<file path="src/rtl/axis_trigger_frame_gate.sv">
// rtl/axis_trigger_frame_gate.sv - trigger-aligned frame gate in front of the accumulating averager
module axis_trigger_frame_gate #(
    parameter int AXIS_TDATA_WIDTH = 32,
    parameter int CNTR_WIDTH       = 16,
    parameter int AVGS_WIDTH       = 32
) (
    input  logic                        aclk,
    input  logic                        aresetn,
    input  logic                        run,
    input  logic                        trg_flag,
    input  logic [CNTR_WIDTH-1:0]       frame_len,
    input  logic [AVGS_WIDTH-1:0]       avgs_limit,
    output logic [AVGS_WIDTH-1:0]       avgs_cntr,
    output logic                        busy,
    output logic                        done,
    output logic                        s_axis_tready,
    input  logic [AXIS_TDATA_WIDTH-1:0] s_axis_tdata,
    input  logic                        s_axis_tvalid,
    input  logic                        m_axis_tready,
    output logic [AXIS_TDATA_WIDTH-1:0] m_axis_tdata,
    output logic                        m_axis_tvalid
);

    typedef enum logic [1:0] {
        IDLE  = 2'd0,
        ARMED = 2'd1,
        GATE  = 2'd2,
        DONE  = 2'd3
    } state_t;

    state_t                  state;
    state_t                  state_next;
    logic                    run_q;
    logic                    trg_q;
    logic [CNTR_WIDTH-1:0]   frame_len_reg;
    logic [CNTR_WIDTH-1:0]   smp_cntr;
    logic [AVGS_WIDTH-1:0]   avgs_cntr_reg;
    logic [AVGS_WIDTH-1:0]   avgs_inc;
    logic                    run_rise;
    logic                    trg_rise;
    logic                    in_gate;
    logic                    xfer;
    logic                    last_beat;

    assign run_rise  = run & ~run_q;
    assign trg_rise  = trg_flag & ~trg_q;
    assign in_gate   = (state == GATE);
    assign xfer      = s_axis_tvalid & m_axis_tready & in_gate;
    assign last_beat = xfer & (smp_cntr == frame_len_reg);
    assign avgs_inc  = avgs_cntr_reg + AVGS_WIDTH'(1);

    always_ff @(posedge aclk) begin
        if (!aresetn) begin
            state <= IDLE;
        end else begin
            state <= state_next;
        end
    end

    // A frame, once opened, always runs to its last sample so the averager stays aligned.
    always_comb begin
        state_next = state;
        case (state)
            IDLE: begin
                if (run_rise) begin
                    state_next = (avgs_limit == '0) ? DONE : ARMED;
                end
            end
            ARMED: begin
                if (!run) begin
                    state_next = IDLE;
                end else if (trg_rise) begin
                    state_next = GATE;
                end
            end
            GATE: begin
                if (last_beat) begin
                    if (avgs_inc == avgs_limit) begin
                        state_next = DONE;
                    end else if (!run) begin
                        state_next = IDLE;
                    end else begin
                        state_next = ARMED;
                    end
                end
            end
            DONE: begin
                if (!run) begin
                    state_next = IDLE;
                end
            end
            default: state_next = IDLE;
        endcase
    end

    always_comb begin
        busy          = (state == ARMED) || (state == GATE);
        done          = (state == DONE);
        m_axis_tdata  = s_axis_tdata;
        m_axis_tvalid = s_axis_tvalid & in_gate;
        s_axis_tready = in_gate ? m_axis_tready : 1'b1;
        avgs_cntr     = avgs_cntr_reg;
    end

    always_ff @(posedge aclk) begin
        if (!aresetn) begin
            run_q         <= 1'b0;
            trg_q         <= 1'b0;
            frame_len_reg <= '0;
            smp_cntr      <= '0;
            avgs_cntr_reg <= '0;
        end else begin
            run_q <= run;
            trg_q <= trg_flag;
            case (state)
                IDLE: begin
                    if (run_rise) begin
                        avgs_cntr_reg <= '0;
                    end
                end
                ARMED: begin
                    if (run && trg_rise) begin
                        frame_len_reg <= frame_len;
                        smp_cntr      <= '0;
                    end
                end
                GATE: begin
                    if (last_beat) begin
                        smp_cntr      <= '0;
                        avgs_cntr_reg <= avgs_inc;
                    end else if (xfer) begin
                        smp_cntr <= smp_cntr + CNTR_WIDTH'(1);
                    end
                end
                default: ;
            endcase
        end
    end

endmodule

</file>
<file path="config.mk">
export PLATFORM = sky130hd
export DESIGN_NAME = axis_trigger_frame_gate
export DESIGN_NICKNAME = d
export VERILOG_FILES = /design/src/rtl/axis_trigger_frame_gate.sv
export SDC_FILE = /design/constraint.sdc
export NUM_CORES = 1
export LEC_CHECK = 0
export CORE_ASPECT_RATIO = 0.6
export CORE_UTILIZATION = 35
export DETAILED_ROUTE_END_ITERATION = 10
export GPL_TIMING_DRIVEN = 0
export PLACE_DENSITY = 0.59
export REMOVE_ABC_BUFFERS = 1
export SLEW_MARGIN = 25
export SYNTH_ARGS = -nofsm -noshare
export SYNTH_HDL_FRONTEND = slang
export SYNTH_SLANG_ARGS = --single-unit
</file>
<file path="constraint.sdc">
create_clock -name aclk -period 3.3 [get_ports aclk]
set_input_delay 0.495 -clock aclk [delete_from_list [all_inputs] [get_ports aclk]]
set_output_delay 0.495 -clock aclk [all_outputs]
set_load 0.005 [all_outputs]
</file>
# [Yosys cells after proc, flatten, opt, wreduce, memory -nomap -nowiden]
# Cells that the tools add are included.
[classes] n_addsub=2 eq_ne=11 mux=17 n_bitwise=8 n_reduce_logical=10
[ops] cell="$mux W32" count=2
[ops] cell="$pmux W32 S2" count=1
[ops] cell="$mux W16" count=3
[ops] cell="$add A32 B1 Y32 const B" count=1
[ops] cell="$eq A32 B32 Y1" count=1
[ops] cell="$logic_not A32 Y1" count=1
[ops] cell="$pmux W16 S2" count=1
[ops] cell="$add A16 B1 Y16 const B" count=1
[ops] cell="$eq A16 B16 Y1" count=1
[ops] cell="$mux W2" count=7
[ops] cell="$pmux W2 S4" count=1
[ops] cell="$and A1 B1 Y1" count=6
[ops] cell="$reduce_and A3 Y1" count=2
[ops] cell="$eq A2 B2 Y1 const B" count=2
[ops] cell="$ne A2 B1 Y1 const B" count=2
[ops] cell="$ne A2 B2 Y1 const B" count=2
[ops] cell="$reduce_and A4 Y1" count=1
[ops] cell="$reduce_bool A2 Y1" count=2
[ops] cell="$ne A3 B1 Y1 const B" count=1
[ops] cell="$ne A3 B3 Y1 const B" count=1
[ops] cell="$eq A2 B1 Y1 const B" count=1
[ops] cell="$logic_not A2 Y1" count=1
[ops] cell="$mux W1" count=2
[ops] cell="$not A1 Y1" count=2
[ops] cell="3 further kinds" count=3
[word_totals] ff_bits=68 output_inout_bits=68 word_cells=54

# [Logic depth before layout (Yosys ltp)]
# Gate-level depths: netlist of run 1.
[depth] word_depth=5 ltp_mapped=10 mapped_depth_nobuf=9

# [Worst setup path before layout of run 1]
# No wires, ideal clock.
[synth_path] path_kind="register to register" startpoint="reg avgs_cntr_reg[0], in the netlist avgs_cntr[0]" endpoint="reg state[1]" arrival_ns=2.889 setup_slack_ns=0.337 path_stages_with_launch=11 n_path_buf=2 period_less_slack_ns=2.963 cell_sequence="dfxtp_1 -> ha_1 -> buf_2 -> nand3_1 -> or4_1 -> buf_2 -> or4_4 -> a211oi_2 -> o2111ai_1 -> or4_1 -> a31oi_1"
[synth_between] elab_chain_cells=5
[synth_lines] item="start: declaration" line_no="37" text="logic [AVGS_WIDTH-1:0] avgs_cntr_reg;"
[synth_lines] item="start signal: assignment" line_no="130" text="avgs_cntr_reg <= avgs_inc;"
[synth_lines] item="$add A32 B1 Y32" line_no="50" text="assign avgs_inc = avgs_cntr_reg + AVGS_WIDTH'(1);"
[synth_lines] item="$eq A32 B32 Y1" line_no="78" text="if (avgs_inc == avgs_limit) begin"
[synth_lines] item="$mux W2" line_no="78"
[synth_lines] item="$mux W2" line_no="77" text="if (last_beat) begin"
[synth_lines] item="$pmux W2 S4" line_no="63" text="case (state)"
[synth_lines] item="end signal: assignment" line_no="56" text="state <= state_next;"
[synth_lines] item="end: declaration" line_no="31" text="state_t state;"
# Every way passes these cells. The select of a mux whose other input is x is not followed.
# A chain may end at the register's enable or synchronous reset.

# [Final worst setup path of run 1]
[layout_path] startpoint="reg avgs_cntr_reg[6], in the netlist avgs_cntr[6]" endpoint="reg avgs_cntr_reg[30], in the netlist avgs_cntr[30]"
[layout_between] elab_chain_cells=3
[layout_lines] item="$add A32 B1 Y32" line_no="50"
[layout_lines] item="$mux W32" line_no="128" text="if (last_beat) begin"
[layout_lines] item="$pmux W32 S2" line_no="115" text="case (state)"
# Every way passes these cells. The select of a mux whose other input is x is not followed.

==> impl_metrics.yaml, run 1 <==
yosys:
  ys_warn_count: 0
  synth_edf_count: 0
  async_flop_share: 0
  ys_seq_area_frac: 0.282
  syn_area_per_cell_um2: 7.55
  synth_cell_types: 60
  synth-main-ff-cell: "dfxtp_1"
  synth.top_cell.area_share: 0.282
  synthCells: 640
  syn-cell-area_mm2: 0.00483
  ys_top_cells_by_area: "dfxtp_1, xnor2_1, nand2_1"
  ys_ff_latch: 68
  synth.largest_area_cell: "dfxtp_1"
finish:
  n_fill_cell: 1248
  nets: 765
  layout_common_cells: "clkdlybuf4s50_1, nand2_1, dfxtp_1"
  layout_commonest_cell: "clkdlybuf4s50_1"
  largest_reg_flops: 32
  drive_gt1_frac: 0.0739
  areaGrowthSynthToFinish_pct: 24.5
  num_antenna_cells: 0
  multiInputGateArea_mm2: 0.00306
  register_area_mm2: 0.00137
sta:
  finalCriticalPeriod_ps: 3210
  clock.fmax_mhz: 312
  hold_viol_final: 0
  timing.final.crit_share: 0.973
  setup_ws_ps: 90.1
  slew_headroom: 0.384
  setup_viol: 0
  finClkSkew_ps: 13.0
  setup_tns_ps: 0
  worstMarginPinSlew_ps: 924
  rsz0062_at_grt: "yes"
  maxSlewViolCount: 0
floorplan:
  die_h_um: 93.0
  core_area_mm2: 0.0132
  die_area_mm2: 0.0143
  rows: 32
  start_util: 0.367
  io_pins: 154
  die_width_um: 154
setup_path:
  critPathLaunchType: "flip-flop"
  cp_common_cell: "buf_4"
  required_ps: 3490
  path_max_fanout: 11
  arrival_ps: 3400
  path_class: "reg2reg"
  path_cells: "nand4_1, buf_4, buf_4, nor4_2, nand3_1, or4_1, and2_1, o21ai_1, a21oi_1"
  critPathTopFamily: "simple AND/OR/NAND/NOR gates"
  critPathMaxStageDelay_ps: 710
  critPathSlowestCell: "nor4_2"
  cp-end-kind: "flip-flop"
  cp.buffers_inverters: 2
pwr:
  p_per_area_mw_per_mm2: 456
  p_int_mw: 1.92
  switching_share: 0.301
  p_leak_nw: 1.95
  seqPwrFrac: 0.320
  ir_drop_mv: 0.246
  total_power_mw: 2.75
  p_clk_frac: 0.418
  p_sw_uw: 828
  combPwrFrac: 0.262
drt:
  vias: 4908
  drc_errors: 0
  detail_route.vias_per_cell: 5.79
  drt_first_pass_iters: 5
  drt_wl_total_um: 16800
  final_antenna_net_count: 0
  wire_per_inst_um: 19.8
  drtIter0Drc: 566
place:
  portBuffers: 89
  pre_cts_ws_ps: -641
  dpl.hpwl_um: 12600
  globalplace.congestion: 0.933
outcome:
  status: "complete, no violations"
run:
  cap_violations: 0
global_route:
  grt-ovfl-total: 0
  grt_pass1_vias: 4373
  grt_first_pass_wirelength_um: 26200
  grt_max_degree: 44
  antenna_found_initial: 0
  grt_use_total: 0.240
clock_tree:
  cts-buffers-inserted: 9
  clockBufferDepth: 2
  clock_latency_ps: 340
  cts-root-buf: "clkbuf_16"
  cts_tree: "built"
  cts_max_level: 3
  clk_pin_slew_ps: 60
  cts_sinks: 68
min_path:
  hp-class: "reg2reg"
==> metrics by stage <==
step	utilization	hold WS (ps)	instance area (um2)	cells
after global routing	0.457	494	6020	847
after floorplan	-	449	4400	561
final	0.457	468	6020	847
after detailed placement	0.421	463	5550	824
after global placement	0.417	460	5500	820
after CTS	0.454	471	5990	846
==> per-layer routing <==
layer / up-vias / share of wire / global-route usage
li1: 2344 / - / -
met1: 2296 / 0.50 / 0.368
met2: 257 / 0.37 / 0.301
met3: 11 / 0.12 / 0.0941
met4: 0 / 0.0056 / 0.0442
met5: - / 0 / 0.0293
==> final timing paths <==
kind,start,end,slack (ps),cells after the start
worst max-delay path,avgs_cntr[6]$_SDFFE_PN0P_,avgs_cntr[30]$_SDFFE_PN0P_,90,9
worst min-delay path,frame_len_reg[12]$_SDFFE_PN0P_,frame_len_reg[12]$_SDFFE_PN0P_,470,2
worst max register to register,avgs_cntr[6]$_SDFFE_PN0P_,avgs_cntr[30]$_SDFFE_PN0P_,90,9
worst min register to register,frame_len_reg[12]$_SDFFE_PN0P_,frame_len_reg[12]$_SDFFE_PN0P_,470,2
==> Yosys cell counts, types with 12 or more instances <==
| master | number |
|---|---|
| buf_4 | 35 |
| dfxtp_1 | 68 |
| nor3_1 | 16 |
| nand4_1 | 26 |
| xor2_1 | 26 |
| a311oi_1 | 17 |
| xnor2_1 | 42 |
| nand2_1 | 81 |
| a21oi_1 | 42 |
| nor2_1 | 54 |
| clkbuf_1 | 35 |
| o21ai_0 | 12 |
| nor4_1 | 20 |
| nand3_1 | 23 |
==> cell families after synthesis <==
family	after synthesis	synth area share
multiplexers	4	0.00854
AO/OA/AOI/OAI	125	0.177
buffers and inverters	91	0.100
AND/OR/NAND/NOR	276	0.289
XOR/XNOR	68	0.123
adder cells (fa/ha/maj)	8	0.0202
flip-flops	68	0.282
==> layout make-up <==
cell class,instances,area share
Tap cell,170,0.0353
Clock inverter,4,0.0158
Inverter,12,0.00769
Sequential cell,68,0.227
Clock buffer,12,0.0426
Timing Repair Buffer,100,0.163
Multi-Input combinational cell,481,0.509
==> power by group through the flow <==
stage	combinational, mW	sequential [mW]	clock [mW]
finish	0.720	0.879	1.15
global route	0.791	0.883	1.20
CTS	0.712	0.878	1.16
detailed placement	0.708	0.896	0
global placement	0.630	0.895	0
floorplan	0.382	0.888	0
==> worst register-to-register path, stage by stage, from the launching register on <==
cell and delay (ps):
dfxtp_1 560, nand4_1 140, buf_4 200, buf_4 170
nor4_2 720, nand3_1 370, or4_1 520, and2_1 180
o21ai_1 140, a21oi_1 70
==> what timing repair did <==
action                     4_1_cts  5_1_grt
pin swaps                        2        1
gates resized for setup          8        6
setup endpoints to repair        5        3
setup buffers                    6        1
hold buffers                     0        0
Power figures use the tool's default switching activity.
==> run 2, diff against run 1 <==
Settings changed: CORE_MARGIN set to 5.
==> impl_metrics.yaml, run 2 (synthesized netlist as in run 1, its figures left out) <==
outcome:
  status: "complete, no violations"
global_route:
  grt_pass1_vias: 4581
  grt_util_met2: 0.277
  grt_first_pass_wirelength_um: 26300
  grt_max_degree: 44
  gr-max-usage-layer: "met1"
  antenna_found_initial: 0
  grt_use_total: 0.208
  met3_usage: 0.0883
  grt-ovfl-total: 0
  grtUsageMet1: 0.306
setup_path:
  r2r_start: "avgs_cntr[0]$_SDFFE_PN0P_"
  path_class: "reg2reg"
  cp-end-kind: "flip-flop"
  required_ps: 3560
  critPathLaunchType: "flip-flop"
  startpoint: "avgs_cntr[0]$_SDFFE_PN0P_"
  arrival_ps: 3390
  path_max_fanout: 12
finish:
  drive_gt1_frac: 0.0744
  num_antenna_cells: 0
  areaGrowthSynthToFinish_pct: 23.1
  layout_common_cells: "clkdlybuf4s50_1, nand2_1, dfxtp_1"
  fin_cells: 847
  nets: 762
  layout_commonest_cell: "clkdlybuf4s50_1"
  final_util: 0.438
  n_fill_cell: 1326
  largest_reg_flops: 32
clock_tree:
  cts-buffers-inserted: 9
  clock_latency_ps: 330
  cts_max_level: 3
  clk_pin_slew_ps: 50
  clockBufferDepth: 2
  cts_tree: "built"
  cts_sinks: 68
  cts-root-buf: "clkbuf_16"
sta:
  rsz0062_at_grt: "no"
  slew_headroom: 0.406
  setup_viol: 0
  hold_viol_final: 0
  finalCriticalPeriod_ps: 3130
  clock.fmax_mhz: 319
  setup_tns_ps: 0
  whs_ps: 469
  maxSlewViolCount: 0
  worstMarginPinSlew_ps: 891
  timing.final.crit_share: 0.950
  finClkSkew_ps: 9.42
place:
  dpl.hpwl_um: 13000
  portBuffers: 89
  placed_cells: 829
  globalplace.congestion: 0.967
floorplan:
  io_pins: 154
  die_area_mm2: 0.0163
  start_util: 0.356
  core_area_mm2: 0.0136
  rows: 33
  die_h_um: 101
  die_width_um: 162
pwr:
  combPwrFrac: 0.283
  p_leak_nw: 1.92
  ir_drop_mv: 0.249
  p_int_mw: 1.70
  p_sw_uw: 797
  total_power_mw: 2.49
  switching_share: 0.320
  seqPwrFrac: 0.353
  p_clk_frac: 0.364
  p_per_area_mw_per_mm2: 419
run:
  cap_violations: 0
drt:
  final_antenna_net_count: 0
  drt_first_pass_iters: 5
  drtIter0Drc: 379
  drc_errors: 0
  drt_wl_total_um: 17100
  vias: 4867
  detail_route.vias_per_cell: 5.75
  wire_per_inst_um: 20.2
min_path:
  hp-class: "reg2reg"
  holdCritStartpoint: "frame_len_reg[15]$_SDFFE_PN0P_"
==> run 2: power groups by stage <==
stage	logic (mW)	clock network, mW	registers (mW)
finish	0.706	0.908	0.879
detailed placement	0.698	0	0.896
global placement	0.629	0	0.894
CTS	0.701	0.925	0.879
floorplan	0.382	0	0.888
global route	0.778	0.961	0.882
==> run 2: cell type report <==
type                    instances  area (um2)  share of cell area
flip-flops and latches         68        1370               0.230
well taps                     175         219              0.0368
inverters                      12        46.3             0.00778
clock buffers                  13         270              0.0454
multi-input cells             481        3070               0.517
repair buffers                 97         962               0.162
clock inverters                 1        7.51             0.00126
==> run 2: worst paths after layout <==
check / end / slack [ps] / cells after the start
worst max register to register: state[0]$_SDFFE_PN0P_ / 170 / 8
worst min register to register: frame_len_reg[15]$_SDFFE_PN0P_ / 470 / 2
worst min-delay path: frame_len_reg[15]$_SDFFE_PN0P_ / 470 / 2
worst max-delay path: state[0]$_SDFFE_PN0P_ / 170 / 8
==> run 2: stage by stage <==
step / setup WS [ps] / instance area (um2)
6_report: 166 / 5950
4_1_cts: 53.4 / 5900
2_1_floorplan: -52.0 / 4400
3_3_place_gp: -1820 / 5510
5_1_grt: 24.3 / 5950
3_5_place_dp: -603 / 5560
==> run 2: repair_timing <==
action | CTS | global route
pin swaps | 2 | 1
endpoints found under the setup margin | 3 | 3
hold buffers | 0 | 0
buffers inserted | 4 | 0
resized for setup | 7 | 13
==> run 2: metal layers <==
metal / vias up / wire length, um / share of wire
met3: 14 / 1660 / 0.097
li1: 2329 / - / -
met1: 2322 / 8630 / 0.51
met2: 200 / 6600 / 0.39
met5: - / 44 / 0.0026
met4: 2 / 137 / 0.0080
==> run 2: worst max-delay path, stage by stage, from the launching register on <==
cell       delay [ps]
dfxtp_2           440
ha_4              230
nand3_4           200
or4_4             630
or4_4             530
a211oi_2          220
o2111ai_1         150
or4_1             480
a31oi_1           180
